--- src/rtl/ms_skid_stage_if.sv ---
// Valid/ready channel bundle for one ms_skid_stage: upstream (u2d) and downstream (d2u) sides.
// A word moves when valid and ready are both high at a rising clk edge; a producer holds
// its data stable while valid is high and ready is low, and valid never waits for ready.
interface ms_skid_stage_if #(
  parameter int DATA_WIDTH = 8
);
  logic [DATA_WIDTH-1:0] u2d_data_i;
  logic                  u2d_valid_i;
  logic                  u2d_ready_o;
  logic [DATA_WIDTH-1:0] d2u_data_o;
  logic                  d2u_valid_o;
  logic                  d2u_ready_i;
  logic [1:0]            dbg_state_o;

  modport slave (
    input  u2d_data_i, u2d_valid_i, d2u_ready_i,
    output u2d_ready_o, d2u_data_o, d2u_valid_o, dbg_state_o
  );

  modport master (
    output u2d_data_i, u2d_valid_i, d2u_ready_i,
    input  u2d_ready_o, d2u_data_o, d2u_valid_o, dbg_state_o
  );
endinterface

--- src/rtl/ms_skid_stage.sv ---
// Registered valid/ready stage with a two-entry skid buffer; every output comes from a flop,
// so data, valid and ready are all cut combinationally between producer and consumer.
module ms_skid_stage #(
  parameter int DATA_WIDTH = 8
) (
  input  logic            clk,
  input  logic            rst_n,
  ms_skid_stage_if.slave  bus
);
  // State bits are {skid_vld, main_vld}; 2'b10 cannot be reached.
  typedef enum logic [1:0] {
    EMPTY = 2'b00,
    ONE   = 2'b01,
    FULL  = 2'b11
  } state_e;

  state_e                state_q, state_d;
  logic [DATA_WIDTH-1:0] main_data_q, main_data_d;
  logic [DATA_WIDTH-1:0] skid_data_q, skid_data_d;
  logic                  ready_q, ready_d;
  logic                  accept, emit;

  assign accept = bus.u2d_valid_i & ready_q;
  assign emit   = state_q[0] & bus.d2u_ready_i;

  always_comb begin
    state_d     = state_q;
    main_data_d = main_data_q;
    skid_data_d = skid_data_q;
    unique case (state_q)
      EMPTY: begin
        if (accept) begin
          state_d     = ONE;
          main_data_d = bus.u2d_data_i;
        end
      end
      ONE: begin
        if (accept && emit) begin
          main_data_d = bus.u2d_data_i;
        end else if (accept) begin
          state_d     = FULL;
          skid_data_d = bus.u2d_data_i;
        end else if (emit) begin
          state_d = EMPTY;
        end
      end
      FULL: begin
        if (emit) begin
          state_d     = ONE;
          main_data_d = skid_data_q;
        end
      end
      default: state_d = EMPTY;
    endcase
    // Ready is registered from the next state so it never depends on this cycle's inputs.
    ready_d = (state_d != FULL);
  end

  always_ff @(posedge clk) begin
    if (rst_n) begin
      state_q     <= EMPTY;
      main_data_q <= '0;
      skid_data_q <= '0;
      ready_q     <= 1'b1;
    end else begin
      state_q     <= state_d;
      main_data_q <= main_data_d;
      skid_data_q <= skid_data_d;
      ready_q     <= ready_d;
    end
  end

  assign bus.u2d_ready_o = ready_q;
  assign bus.d2u_valid_o = state_q[0];
  assign bus.d2u_data_o  = main_data_q;
  assign bus.dbg_state_o = state_q;
endmodule

--- src/flat_wrapper.sv ---
// flat-port wrapper written by rule: the top's interface ports become plain ports
module ms_skid_stage_flat 
#(
  parameter int DATA_WIDTH = 8
)
  (clk, rst_n, bus_u2d_data_i, bus_u2d_valid_i, bus_d2u_ready_i, bus_u2d_ready_o, bus_d2u_data_o, bus_d2u_valid_o, bus_dbg_state_o);
  ms_skid_stage_if #(.DATA_WIDTH(DATA_WIDTH)) bus_i ();
  input  logic clk;
  input  logic rst_n;
  input wire logic [$bits(bus_i.u2d_data_i)-1:0] bus_u2d_data_i;
  input wire logic [$bits(bus_i.u2d_valid_i)-1:0] bus_u2d_valid_i;
  input wire logic [$bits(bus_i.d2u_ready_i)-1:0] bus_d2u_ready_i;
  output wire logic [$bits(bus_i.u2d_ready_o)-1:0] bus_u2d_ready_o;
  output wire logic [$bits(bus_i.d2u_data_o)-1:0] bus_d2u_data_o;
  output wire logic [$bits(bus_i.d2u_valid_o)-1:0] bus_d2u_valid_o;
  output wire logic [$bits(bus_i.dbg_state_o)-1:0] bus_dbg_state_o;
  assign bus_i.u2d_data_i = bus_u2d_data_i;
  assign bus_i.u2d_valid_i = bus_u2d_valid_i;
  assign bus_i.d2u_ready_i = bus_d2u_ready_i;
  assign bus_u2d_ready_o = bus_i.u2d_ready_o;
  assign bus_d2u_data_o = bus_i.d2u_data_o;
  assign bus_d2u_valid_o = bus_i.d2u_valid_o;
  assign bus_dbg_state_o = bus_i.dbg_state_o;
  ms_skid_stage #(.DATA_WIDTH(DATA_WIDTH)) u_core (.clk(clk), .rst_n(rst_n), .bus(bus_i));
endmodule
--- config.mk ---
export PLATFORM = sky130hd
export DESIGN_NAME = ms_skid_stage_flat
export DESIGN_NICKNAME = d
export VERILOG_FILES = /design/src/rtl/ms_skid_stage_if.sv /design/src/rtl/ms_skid_stage.sv /design/src/flat_wrapper.sv
export SDC_FILE = /design/constraint.sdc
export NUM_CORES = 1
export LEC_CHECK = 0
export CAP_MARGIN = 20
export CORE_UTILIZATION = 45
export DETAILED_ROUTE_END_ITERATION = 10
export PLACE_DENSITY = 0.87
export SLEW_MARGIN = 25
export SYNTH_ARGS = -nofsm -noshare
export SYNTH_HDL_FRONTEND = slang
export SYNTH_SLANG_ARGS = --single-unit
--- constraint.sdc ---
create_clock -name clk -period 1.9 [get_ports clk]
set_clock_uncertainty 0.2 [all_clocks]
set_input_delay 0.38 -clock clk [delete_from_list [all_inputs] [get_ports clk]]
set_output_delay 0.38 -clock clk [all_outputs]
set_load 0.03 [all_outputs]
Word-level counts from Yosys, hierarchy flattened
Cells that the tools add are included.

Bits of input ports: 12. Bits in registers: 19. Output and inout bits: 12.

Bitwise operators: 3. Reduce and logical (&&, ||, !) cells: 5. Mux-type cells: 10. Equality and inequality tests: 6.

Operators by type and width (count): $mux W8 (3); $pmux W8 S3 (1); $mux W2 (5); $ne A2 B1 Y1 const B (3); $pmux W2 S3 (1); $reduce_and A4 Y1 (1); $reduce_and A3 Y1 (1); $reduce_bool A3 Y1 (1); $and A1 B1 Y1 (2); $eq A2 B1 Y1 const B (1); $eq A2 B2 Y1 const B (1); $logic_not A2 Y1 (1); $ne A2 B2 Y1 const B (1); $logic_and A1 B1 Y1 (1); $not A1 Y1 (1).

Depth between registers and ports, before layout
Depth in word-level cells: 6. Mapped depth: 5.

Least setup slack after synthesis
Ideal clock, no wire load.

Path kind: register to register. Start: register u_core.state_q[0], in the netlist u_core.bus.dbg_state_o[0]. End: register u_core.main_data_q[7], in the netlist u_core.bus.d2u_data_o[7]. Slack: 0.328 ns. Stages on the path, launching flop included: 6. Data required time: 1.566 ns. Setup time: 0.134 ns. Data arrival time: 1.239 ns. Cells stage by stage: dfxtp_1 > nand2b_1 > buf_2 > and3_4 > buf_6 > a311oi_2.

Cells in the longest elaborated chain, start to end: 4.

RTL lines: from (decl) (line ms_skid_stage.sv:17) `state_e state_q, state_d;`; from (signal assigned) (line ms_skid_stage.sv:66) `state_q <= state_d;`; $and A1 B1 Y1 (line ms_skid_stage.sv:24) `assign emit = state_q[0] & bus.d2u_ready_i;`; $logic_and A1 B1 Y1 (line ms_skid_stage.sv:38) `if (accept && emit) begin`; $ne A2 B1 Y1 (no source line); $reduce_and A4 Y1 (no source line); to (signal assigned) (line ms_skid_stage.sv:67) `main_data_q <= main_data_d;`; to (decl) (line ms_skid_stage.sv:18) `logic [DATA_WIDTH-1:0] main_data_q, main_data_d;`.

Parallel ways exist; a longest one is shown, timed or not. A chain may end at the register's enable or synchronous reset.

Worst setup path after layout
Start: register u_core.ready_q, in the netlist u_core.bus.u2d_ready_o. End: output bus_u2d_ready_o.

RTL lines: from (decl) (line ms_skid_stage.sv:20) `logic ready_q, ready_d;`; from (signal assigned) (line ms_skid_stage.sv:69) `ready_q <= ready_d;`; to (decl) (line flat_wrapper.sv:13) `output wire logic [$bits(bus_i.u2d_ready_o)-1:0] bus_u2d_ready_o;`.

No word-level cell between the ends.

==> metrics.md <==
| Metric | Value |
|---|---|
| Maximum number of pins on one net before global-route repair | 18 |
| Layout fillers | 151 |
| CTS tree | done |
| Chip Height | 46.71 µm |
| Max Transition Viols Final | 0 |
| Outcome | finished, final reports clean |
| Final period util | 0.9054 |
| Number of buffers on the longest clock path | 2 |
| Type of element capturing the critical path | output pin |
| Critical path's slowest cell | dfxtp_1 |
| Crit Path Category | reg -> out |
| Number of instances in the synthesized netlist | 101 |
| Combined area of the multi-input logic cells | 439.2 µm² |
| Post-detailed-route count of antenna-violating nets | 0 |
| Path depth of the worst reg2reg path | 4 |
| Quantity of gates resized following cts | 10 |
| Placed wire-length estimate | 1531 µm |
| Worst slew pin tran | 0.3164 ns |
| Critical Path End | bus_u2d_ready_o |
| Setup repair after global routing missed its margin | false |
| Global route total overflow | 0 |
| Total power divided by cell area | 724.9 nW/µm² |
| Peak supply drop | 344.6 µV |
| Top fanout value on the critical path | 5 |
| Smallest setup slack after layout | 0.1797 ns |
| Via-to-Cell Ratio | 5.872 |
| 1st-iter DRT viols | 26 |
| Clock tree sinks | 19 |
| Number of placement rows | 15 |
| Non-filler instance count after layout | 148 |
| Cell family with most CP delay | flip-flops |
| Final Critical Period | 1.720 ns |
| H-tree levels | 1 |
| Critical-path cell list | dlygate4sd2_1 |
| Synth cell types | 19 |
| Total power after layout | 0.0008417 W |
| Data required time of the worst path | 1.32 ns |
| Area of the core | 1802 µm² |
| Worst setup path startpoint | u_core.bus.u2d_ready_o |
| Worst skew pair latency | 0.31 ns |
| Ant diodes | 0 |
| # Max-Cap Violations | 0 |
| Buffers plus inverters on the worst setup path | 1 |
| Final hold vios | 0 |
| Cell leakage power | 0.4764 nW |
| First-pass detailed-route iteration total | 4 |
| Netlist area before placement | 899.6 µm² |
| Count of synthesis-stage warnings from yosys | 0 |
| Final routed DRC violation total | 0 |
| Wire per inst | 13.95 µm |
| Seq/Total Area, Yosys | 0.4228 |
| DRT Wirelength | 2065 µm |
| Last weighted congestion value of the routability-driven placer | 0.8233 |
| Layout cells sized above 1 | 0.1626 |
| Cell Count Post-Placement | 144 |
| Post-route worst hold slack | 0.2932 ns |
| Post-synthesis average cell area | 8.907 µm² |
| Number of global-route vias before repair | 803 |
| Number of flip-flops and latches in the synthesized netlist | 19 |
| Io pins | 24 |
| Count of hold buffers inserted by post-cts repair | 0 |
| GR Util All Layers | 0.2115 |
| Die outline width | 46.71 µm |
| Global-route wire length before repair | 3339 µm |
| Number of vias after detailed routing | 869 |
| Worst setup slack for register-to-register paths | 0.31 ns |
| Clk Tree Root Cell | clkbuf_4 |
| Path category of the worst min-delay check | reg -> reg |
| Syn_nets | 113 |
| Terminus of the critical flop-to-flop path | u_core.bus.d2u_data_o[6] |
| Max-slew headroom | 0.7884 |
| Footprint of the flip-flops and latches | 380.4 µm² |
| Count of port buffers added during placement | 23 |
| Endpoints failing setup | 0 |
| Synth-to-Final Area Change | 29.07% |
| CP startpoint kind | register |
| DP Worst Slack | -0.02239 ns |
| Critical R2R Launch | u_core.bus.dbg_state_o[0] |
| Maximum frequency from static timing analysis | 581.3 MHz |
| Largest incremental delay on the critical path | 0.42 ns |
| Number of post-CTS setup repair buffers | 0 |
| Clock buffer count from CTS | 3 |
| Starting utilization of the core area | 0.4993 |
| Area of the die | 2182 µm² |
| Logic depth of the worst setup path including buffers | 1 |
| Antenna violations before repair | 0 |
| Nets@finish | 136 |
| CTS clock-pin slew for the worst setup and hold paths | 0.11 ns |
| Arrival @ worst endpoint | 1.14 ns |
-- cells by family after synthesis --
logic type,count (synthesis),share of synthesized area
AOI/OAI and AO/OA,36,0.3032
buffers and inverters,14,0.08900
DFF,19,0.4228
and+or+nand+nor,32,0.1850
-- sequential cells by signal (all words and copies together), names as in the netlist --
register / flops
u_core.bus.d2u_data_o: 8
u_core.bus.u2d_ready_o: 1
u_core.bus.dbg_state_o: 2
u_core.skid_data_q: 8
-- worst min path at each step --
| stage | from | end | slack, ns | cells after the start |
|---|---|---|---|---|
| after floorplan | u_core.skid_data_q[0] | u_core.skid_data_q[0] | 0.25 | 2 |
| after global placement | u_core.skid_data_q[3] | u_core.skid_data_q[3] | 0.26 | 2 |
| after detailed placement | u_core.skid_data_q[6] | u_core.skid_data_q[6] | 0.27 | 2 |
| after CTS | u_core.skid_data_q[6] | u_core.skid_data_q[6] | 0.29 | 2 |
| after global routing | u_core.skid_data_q[6] | u_core.skid_data_q[6] | 0.31 | 2 |
| final | u_core.skid_data_q[0] | u_core.skid_data_q[0] | 0.29 | 2 |
-- layout by cell type, fill, tap and decap left out, drive strengths merged, types with 2 or more instances in the layout --
| master | n |
|---|---|
| a31oi | 8 |
| a311oi | 8 |
| o21ai | 9 |
| clkdlybuf4s50 | 11 |
| nand2 | 9 |
| a21oi | 10 |
| buf | 7 |
| nand2b | 2 |
| dfxtp | 19 |
| dlygate4sd2 | 10 |
| inv | 2 |
| clkbuf | 3 |
| nand3 | 16 |
| dlymetal6s2s | 2 |
-- routing by layer --
metal  routed length, µm  share of wire  up-vias  global-route usage
li1                    -              -      417                   -
met1                 899           0.44      401              0.2577
met2                 997           0.48       48              0.3583
met3                 143          0.069        3             0.04706
met4                  25          0.012        0             0.08571
met5                   0              0        -                   0
-- stage by stage --
step | cell area (µm²) | TNS (ns) | utilization
detailed placement | 1141 | -0.02239 | 0.6333
CTS | 1156 | 0 | 0.6417
finish | 1161 | 0 | 0.6444
global placement | 1141 | 0 | 0.6333
floorplan | 899.6 | 0 | -
global route | 1161 | 0 | 0.6444
-- worst register-to-register path: stages, from the launching register on --
cell and delay [ns]:
dfxtp_1 0.35, buf_4 0.18, nand2b_1 0.30, and3_4 0.33, a311oi_2 0.12
-- cell usage after synthesis --
library cell / instances / area (µm²)
a21o_1: 1 / 7.510
nand3b_1: 1 / 7.510
buf_4: 2 / 15.01
or3_1: 1 / 6.260
buf_2: 4 / 20.02
a21oi_1: 10 / 50.05
buf_6: 2 / 22.52
nand3_1: 16 / 80.08
inv_1: 2 / 7.510
dfxtp_1: 19 / 380.4
o21ai_0: 9 / 45.04
and3_4: 1 / 11.26
a31oi_1: 8 / 50.05
nand2b_1: 2 / 12.51
and3b_1: 1 / 8.760
nor2b_1: 1 / 6.260
clkbuf_1: 4 / 15.01
a311oi_2: 8 / 120.1
nand2_1: 9 / 33.78
-- layout make-up --
type,count,area share
well taps,25,0.02694
clock inverters,1,0.004310
inverters,2,0.006466
flip-flops and latches,19,0.3276
repair buffers,30,0.2371
clock buffers,3,0.01940
multi-input cells,68,0.3782
-- power by group --
part           switching [W]  total [W]  internal (W)
Clock               0.000136   0.000215     0.0000788
Combinational       0.000113   0.000196     0.0000833
Sequential         0.0000107   0.000431      0.000420
(Power assumes the default switching activity.)
